File: config.mk
export PLATFORM = sky130hd
export DESIGN_NAME = const_mult_seq
export DESIGN_NICKNAME = d
export VERILOG_FILES = /design/src/rtl/const_mult_seq.sv
export SDC_FILE = /design/constraint.sdc
export NUM_CORES = 1
export LEC_CHECK = 0
export BUFFER_PORTS_ARGS = -buffer_cell sky130_fd_sc_hd__buf_2
export CORE_ASPECT_RATIO = 0.6
export CORE_UTILIZATION = 35
export DETAILED_ROUTE_END_ITERATION = 12
export PLACE_DENSITY = 0.52
export SETUP_SLACK_MARGIN = 0.3
export SYNTH_ARGS = -nofsm -noshare
export SYNTH_HDL_FRONTEND = slang
export SYNTH_SLANG_ARGS = --single-unit
File: constraint.sdc
create_clock -name clk -period 6.85 [get_ports clk]
set_clock_uncertainty 0.2 [all_clocks]
set_input_delay 0.3425 -clock clk [delete_from_list [all_inputs] [get_ports clk]]
set_output_delay 0.3425 -clock clk [all_outputs]
set_load 0.02 [all_outputs]
File: src/rtl/const_mult_seq.sv
// Sequential constant multiplier: product = in_data * coef[coef_sel] mod 2^WIDTH,
// built one shift-and-add/subtract term per cycle from a fixed coefficient table.
module const_mult_seq #(
  parameter int unsigned WIDTH = 25,
  parameter int unsigned SEL_W = 4
) (
  input  logic             clk,
  input  logic             rst_n,
  input  logic             in_valid,
  output logic             in_ready,
  input  logic [WIDTH-1:0] in_data,
  input  logic [SEL_W-1:0] coef_sel,
  output logic             out_valid,
  input  logic             out_ready,
  output logic [WIDTH-1:0] out_data,
  output logic             out_err
);

  localparam logic [1:0] IDLE = 2'd0;
  localparam logic [1:0] ACC  = 2'd1;
  localparam logic [1:0] DONE = 2'd2;

  logic [1:0]       state_q, state_d;
  logic [WIDTH-1:0] opnd_q, opnd_d;
  logic [WIDTH-1:0] acc_q, acc_d;
  logic [3:0]       cidx_q, cidx_d;
  logic [1:0]       idx_q, idx_d;
  logic             err_q, err_d;

  logic             sel_legal;
  logic [2:0]       t_shift;
  logic             t_sub;
  logic             t_last;
  logic [WIDTH-1:0] addend;

  assign sel_legal = (32'(coef_sel) <= 32'd10);

  // Term table: one (shift, sign) term per (coefficient, term index) pair.
  always_comb begin
    t_shift = 3'd0;
    t_sub   = 1'b0;
    t_last  = 1'b1;
    case ({cidx_q, idx_q})
      // 39 = +32 +8 -1
      {4'd0, 2'd0}:  begin t_shift = 3'd5; t_last = 1'b0; end
      {4'd0, 2'd1}:  begin t_shift = 3'd3; t_last = 1'b0; end
      {4'd0, 2'd2}:  begin t_shift = 3'd0; t_sub  = 1'b1; end
      // 36 = +32 +4
      {4'd1, 2'd0}:  begin t_shift = 3'd5; t_last = 1'b0; end
      {4'd1, 2'd1}:  begin t_shift = 3'd2; end
      // 35 = +32 +2 +1
      {4'd2, 2'd0}:  begin t_shift = 3'd5; t_last = 1'b0; end
      {4'd2, 2'd1}:  begin t_shift = 3'd1; t_last = 1'b0; end
      {4'd2, 2'd2}:  begin t_shift = 3'd0; end
      // 30 = +32 -2
      {4'd3, 2'd0}:  begin t_shift = 3'd5; t_last = 1'b0; end
      {4'd3, 2'd1}:  begin t_shift = 3'd1; t_sub  = 1'b1; end
      // 19 = +16 +2 +1
      {4'd4, 2'd0}:  begin t_shift = 3'd4; t_last = 1'b0; end
      {4'd4, 2'd1}:  begin t_shift = 3'd1; t_last = 1'b0; end
      {4'd4, 2'd2}:  begin t_shift = 3'd0; end
      // 16
      {4'd5, 2'd0}:  begin t_shift = 3'd4; end
      // 15 = +16 -1
      {4'd6, 2'd0}:  begin t_shift = 3'd4; t_last = 1'b0; end
      {4'd6, 2'd1}:  begin t_shift = 3'd0; t_sub  = 1'b1; end
      // 14 = +16 -2
      {4'd7, 2'd0}:  begin t_shift = 3'd4; t_last = 1'b0; end
      {4'd7, 2'd1}:  begin t_shift = 3'd1; t_sub  = 1'b1; end
      // 8
      {4'd8, 2'd0}:  begin t_shift = 3'd3; end
      // 6 = +4 +2
      {4'd9, 2'd0}:  begin t_shift = 3'd2; t_last = 1'b0; end
      {4'd9, 2'd1}:  begin t_shift = 3'd1; end
      // 2
      {4'd10, 2'd0}: begin t_shift = 3'd1; end
      default: ;
    endcase
  end

  assign addend = opnd_q << t_shift;

  always_comb begin
    state_d = state_q;
    opnd_d  = opnd_q;
    acc_d   = acc_q;
    cidx_d  = cidx_q;
    idx_d   = idx_q;
    err_d   = err_q;
    case (state_q)
      IDLE: begin
        if (in_valid) begin
          opnd_d = in_data;
          acc_d  = '0;
          idx_d  = 2'd0;
          if (sel_legal) begin
            cidx_d  = 4'(coef_sel);
            err_d   = 1'b0;
            state_d = ACC;
          end else begin
            cidx_d  = 4'd0;
            err_d   = 1'b1;
            state_d = DONE;
          end
        end
      end
      ACC: begin
        acc_d = t_sub ? (acc_q - addend) : (acc_q + addend);
        idx_d = idx_q + 2'd1;
        if (t_last) begin
          state_d = DONE;
        end
      end
      DONE: begin
        if (out_ready) begin
          state_d = IDLE;
        end
      end
      default: state_d = IDLE;
    endcase
  end

  always_ff @(posedge clk or negedge rst_n) begin
    if (!rst_n) begin
      state_q <= IDLE;
      opnd_q  <= '0;
      acc_q   <= '0;
      cidx_q  <= 4'd0;
      idx_q   <= 2'd0;
      err_q   <= 1'b0;
    end else begin
      state_q <= state_d;
      opnd_q  <= opnd_d;
      acc_q   <= acc_d;
      cidx_q  <= cidx_d;
      idx_q   <= idx_d;
      err_q   <= err_d;
    end
  end

  // Outputs are forced to zero outside DONE so reset clears them without a clock.
  assign in_ready  = (state_q == IDLE);
  assign out_valid = (state_q == DONE);
  assign out_data  = out_valid ? acc_q : '0;
  assign out_err   = out_valid & err_q;

endmodule

* After elaboration in Yosys (flattened, before gate mapping)
Index checks and enable logic that the tools add are counted.
Word-level totals: output and inout port bits 28, logic and storage cells 64, input bits 33, flip-flop bits (word level) 59
Cells by class: reductions and logical operators 13, order comparisons 1, bitwise gates (word level) 1, shift operators 1, mux-type cells 15, eq/ne operators 24, add/subtract/negate cells 3
Operators with widths (count):
- 25-bit 2-to-1 mux | 3
- 25-bit case mux with 2 select lines | 1
- 6-bit by 5-bit == test with 1-bit output, second input constant | 7
- 25-bit adder | 1
- 25-bit by 3-bit << shifter with 25-bit output | 1
- 25-bit subtractor | 1
- 6-bit by 4-bit == test with 1-bit output, second input constant | 4
- 6-bit == test, second input constant | 4
- 3-bit case mux with 5 select lines | 1
- 6-bit by 3-bit == test with 1-bit output, second input constant | 2
- 4-bit OR reduction | 3
- 11-bit OR reduction | 1
- 2-bit 2-to-1 mux | 5
- 6-bit by 1-bit == test with 1-bit output, second input constant | 1
- 6-bit by 2-bit == test with 1-bit output, second input constant | 1
- 6-bit zero test | 1
- 2-bit case mux with 3 select lines | 1
- 6-bit OR reduction | 1
- 4-bit <= comparator, second input constant | 1
- 4-bit 2-to-1 mux | 1
- 2-bit inequality test, second input constant | 2
- 2-bit case mux with 2 select lines | 1
- 2-bit AND reduction | 2
- 2-bit OR reduction | 2
- 9 further kinds | 10

* Logic depth before layout (Yosys ltp)
depth after elaboration 7, mapped depth 26, mapped depth without buffers 25

* Worst setup path after synthesis
OpenSTA, ideal clock, no wires.
path type flip-flop to flip-flop, start register idx_q[0], end register acc_q[24], path slack 1.073 ns, data arrival time 5.495 ns, path buffers 4, library setup time 0.083 ns, required time 6.567 ns, clock period less this slack 5.777 ns, cell stages (with the launch flop) 26, path through dfrtp_1 inv_1 ha_1 nand2b_1 clkbuf_1 buf_1 clkbuf_1 clkbuf_1 nand4_1 ha_1 and2_1 a41oi_1 nor3_2 a21oi_1 xor2_1 ha_1 and3_1 a221oi_1 a21boi_0 o211a_1 o31ai_1 nor4_1 o21bai_1 a21oi_1 xnor3_1 o21ai_0
On the way: longest elaborated chain between the ends 7, elaborated cells on any way between the ends 33, classes of those cells 2 x add/sub; 19 x eq/ne; 1 x shift; 4 x mux; 7 x reduce/logical
RTL lines:
- start: declaration | line 27 | logic [1:0] idx_q, idx_d;
- start signal: assignment | line 136 | idx_q <= idx_d;
- 6-bit by 5-bit == test with 1-bit output (tied with other cells) | line 43 | case ({cidx_q, idx_q})
- 6-bit OR reduction (no source line) (tied with other cells)
- 3-bit case mux with 5 select lines | line 43
- 25-bit by 3-bit << shifter with 25-bit output | line 81 | assign addend = opnd_q << t_shift;
- 25-bit adder or 25-bit subtractor (tied branches) | line 108 | acc_d = t_sub ? (acc_q - addend) : (acc_q + addend);
- 25-bit 2-to-1 mux (*) | line 108
- 25-bit case mux with 2 select lines (*) | line 90 | case (state_q)
- end signal: assignment | line 127 | acc_q <= '0;
- end signal: assignment | line 134 | acc_q <= acc_d;
- end: declaration | line 25 | logic [WIDTH-1:0] acc_q, acc_d;
Every way passes the cells marked *; elsewhere a longest branch is shown, timed or not. A chain may end at the register's enable or synchronous reset.

* Final worst setup path
Same ends and word-level chain as after synthesis.

==> flow_summary.ini <==
[status]
status = complete, but fails checks
failed_checks = negative hold slack

[detailed_routing]
wl_per_cell_um = 17.5
first_pass_iters = 5
vias = 4928
drt_iter0_markers = 352
drc = 0
wl_mm = 16.1
detail_route.vias_per_cell = 5.39
ant_nets = 0

[logic_synthesis]
synthArstFlopShare_pct = 100
yosysUniqueCellTypes = 69
synth_nets = 717
ys_warn_count = 0
synth-seq-area-share_pct = 27.1
synth_edf_count = 0
synth_area_per_cell_um2 = 8.31
syn_inst = 655
yosys_most_used_dff = dfrtp_1
synth_seq_cells = 59
synth_area_mm2 = 0.00544

[sta]
finalHoldViolCount = 48
timing.slew.headroom_pct = 47.5
slew_viol_final = 0
min_period_ps = 6050
worst_pin_slew_ps = 787
fin_tns_setup_ps = 0
finalSetupViolCount = 0
rsz0062_at_grt = no
period_share_pct = 88.3
timing.fmax_mhz = 165
setup_ws_ps = 802
fin_hold_ws_ps = -21.1

[placement]
dp.cells = 889
place_ws_ps = 503
portBuffers = 60
dp_hpwl_mm = 11.8
postPlaceCellArea_mm2 = 0.00593
gp_congestion = 0.926

[grt]
grt_pass1_vias = 4819
grt_pass1_wl_mm = 26.3
grt_max_degree = 62
grt-ovfl-total = 0
antenna_found_initial = 0
grt_usage_pct = 21.1

[min_path]
min_path_type = primary input to async pin

[finish]
drive_above_1_share_pct = 18.3
area_growth_pct = 18.0
fillers = 1504
n_antenna_cell = 0
fin_cells = 915
stdcell_area_mm2 = 0.00642
layout.nets = 774

[clock_tree]
post_cts_buffers = 0
htree_levels = 3
cts_root_buffer = clkbuf_16
clkLatencyLatePin_ps = 330
cts_max_path_buffers = 2
cts_sinks = 59
cts_tree = done
cts_made_buffers = 9
cts.clk_slew.worst_paths_ps = 50

[critical_path]
crit_family = compound AO/OA/AOI/OAI gates
startpoint = idx_q[0]$_DFFE_PN0P_
r2r-start = idx_q[0]$_DFFE_PN0P_
cp_num_buf_inv = 4
crit_arrival_ps = 6100
endpoint = acc_q[24]$_DFFE_PN0P_
reg2reg_to = acc_q[24]$_DFFE_PN0P_
r2r_cells = 25
cpPeakStageDelay_ps = 590
crit_cells = 25
cp_max_fo = 21
critPathLaunchType = flop
end_kind = flop
r2r_setup_slack_ps = 800
path_class = flop to flop
cp.required_ps = 6900
slowest_stage = mux4_2

[floorplan]
die_x_um = 163
start_util_pct = 36.7
die_height_um = 98.6
coreArea_mm2 = 0.0148
rows = 34
die_area_mm2 = 0.0161
io_pins = 61

[flow_run]
max-cap-violations = 0
stage by stage:
step	util (%)	hold slack, ps
finish	43.3	-21.1
global route	43.3	5.88
CTS	42.9	3.99
detailed placement	40.0	274
global placement	40.0	273
floorplan	-	-153
final cells by class:
type,instances,area (um^2),area share [%]
repair buffers,84,513,7.99
multi-input cells,545,3810,59.3
flip-flops and latches,59,1480,23.0
clock inverters,4,72.6,1.13
clock buffers,12,256,3.99
well taps,198,248,3.86
inverters,13,48.8,0.760
worst min path at each step:
| stage | endpoint | slack [ps] | cells past startpoint |
|---|---|---|---|
| 2_1_floorplan | acc_q[0]$_DFFE_PN0P_ | -150 | 0 |
| 3_3_place_gp | err_q$_DFFE_PN0P_ | 270 | 2 |
| 3_5_place_dp | err_q$_DFFE_PN0P_ | 270 | 2 |
| 4_1_cts | opnd_q[8]$_DFFE_PN0P_ | 4 | 3 |
| 5_1_grt | opnd_q[4]$_DFFE_PN0P_ | 6 | 3 |
| 6_report | cidx_q[2]$_DFFE_PN0P_ | -20 | 2 |
flip-flops by register name, summed over array words and instances (netlist names):
register,flops
err_q,1
state_q,2
idx_q,2
cidx_q,4
acc_q,25
opnd_q,25
worst reg2reg max path, delay by kind of cell (launching register included):
family	cells	cell delay [ps]
AO/OA/AOI/OAI	11	1960
AND/OR/NAND/NOR	4	850
multiplexers	2	850
buffers and inverters	4	580
adder cells (fa/ha/maj)	2	570
XOR/XNOR	2	550
flip-flops	1	400
logic make-up after synthesis:
kind of cell	synth area share, %
and+or+nand+nor	24.6
AOI/OAI and AO/OA	20.0
DFF	27.1
buffers and inverters	3.98
muxes	11.1
xor gates and xnor gates	6.37
adders and majority gates	6.80
per-layer routing:
metal | share of wire [%] | wire [um] | GRT usage, % | vias to the layer above
met5 | 0 | 0 | 0 | -
met4 | 0.60 | 96 | 4.60 | 0
met3 | 4.6 | 731 | 4.88 | 8
met2 | 39 | 6340 | 28.6 | 101
met1 | 55 | 8880 | 33.0 | 2346
li1 | - | - | - | 2473
Yosys cell counts, drive strengths merged (5+ instances only):
cell type	number	area share (%)
inv	13	0.90
o31ai	7	0.97
mux2i	21	3.9
nand2b	10	1.1
nand2	121	8.3
dfrtp	59	27
xnor2	18	2.9
o21ai	46	4.4
and2	33	3.8
a21o	17	2.3
o22ai	5	0.57
nor3b	5	0.69
a211oi	5	0.92
mux4	17	7.0
buf	12	1.3
o211ai	9	1.2
clkbuf	26	1.8
a21oi	32	2.9
nor3	15	1.5
nor2	34	2.3
nor2b	9	1.0
o21a	6	0.83
xor2	19	3.1
nand3	29	2.7
ha	28	6.4
cell usage in the layout (no fill, tap or decap), drive strengths merged, types with 6 or more instances in the layout:
master	instances
o211ai	9
xor2	19
mux4	17
a21o	17
buf	74
a21oi	32
o21ai	46
mux2i	21
o31ai	7
nand3	29
nand2b	10
dlygate4sd3	10
nor2	34
dfrtp	59
o21a	6
and2	33
clkbuf	12
inv	13
nand2	121
ha	28
xnor2	18
nor2b	9
nor3	15
repair_timing:
item	CTS	global route
hold buffers	10	0
gates resized for setup	0	13
setup endpoints to repair	0	5
endpoints found under the hold margin	10	0
Power is not shown: default switching activity piles up to over one toggle a cycle in this logic, so the estimate is an artifact.
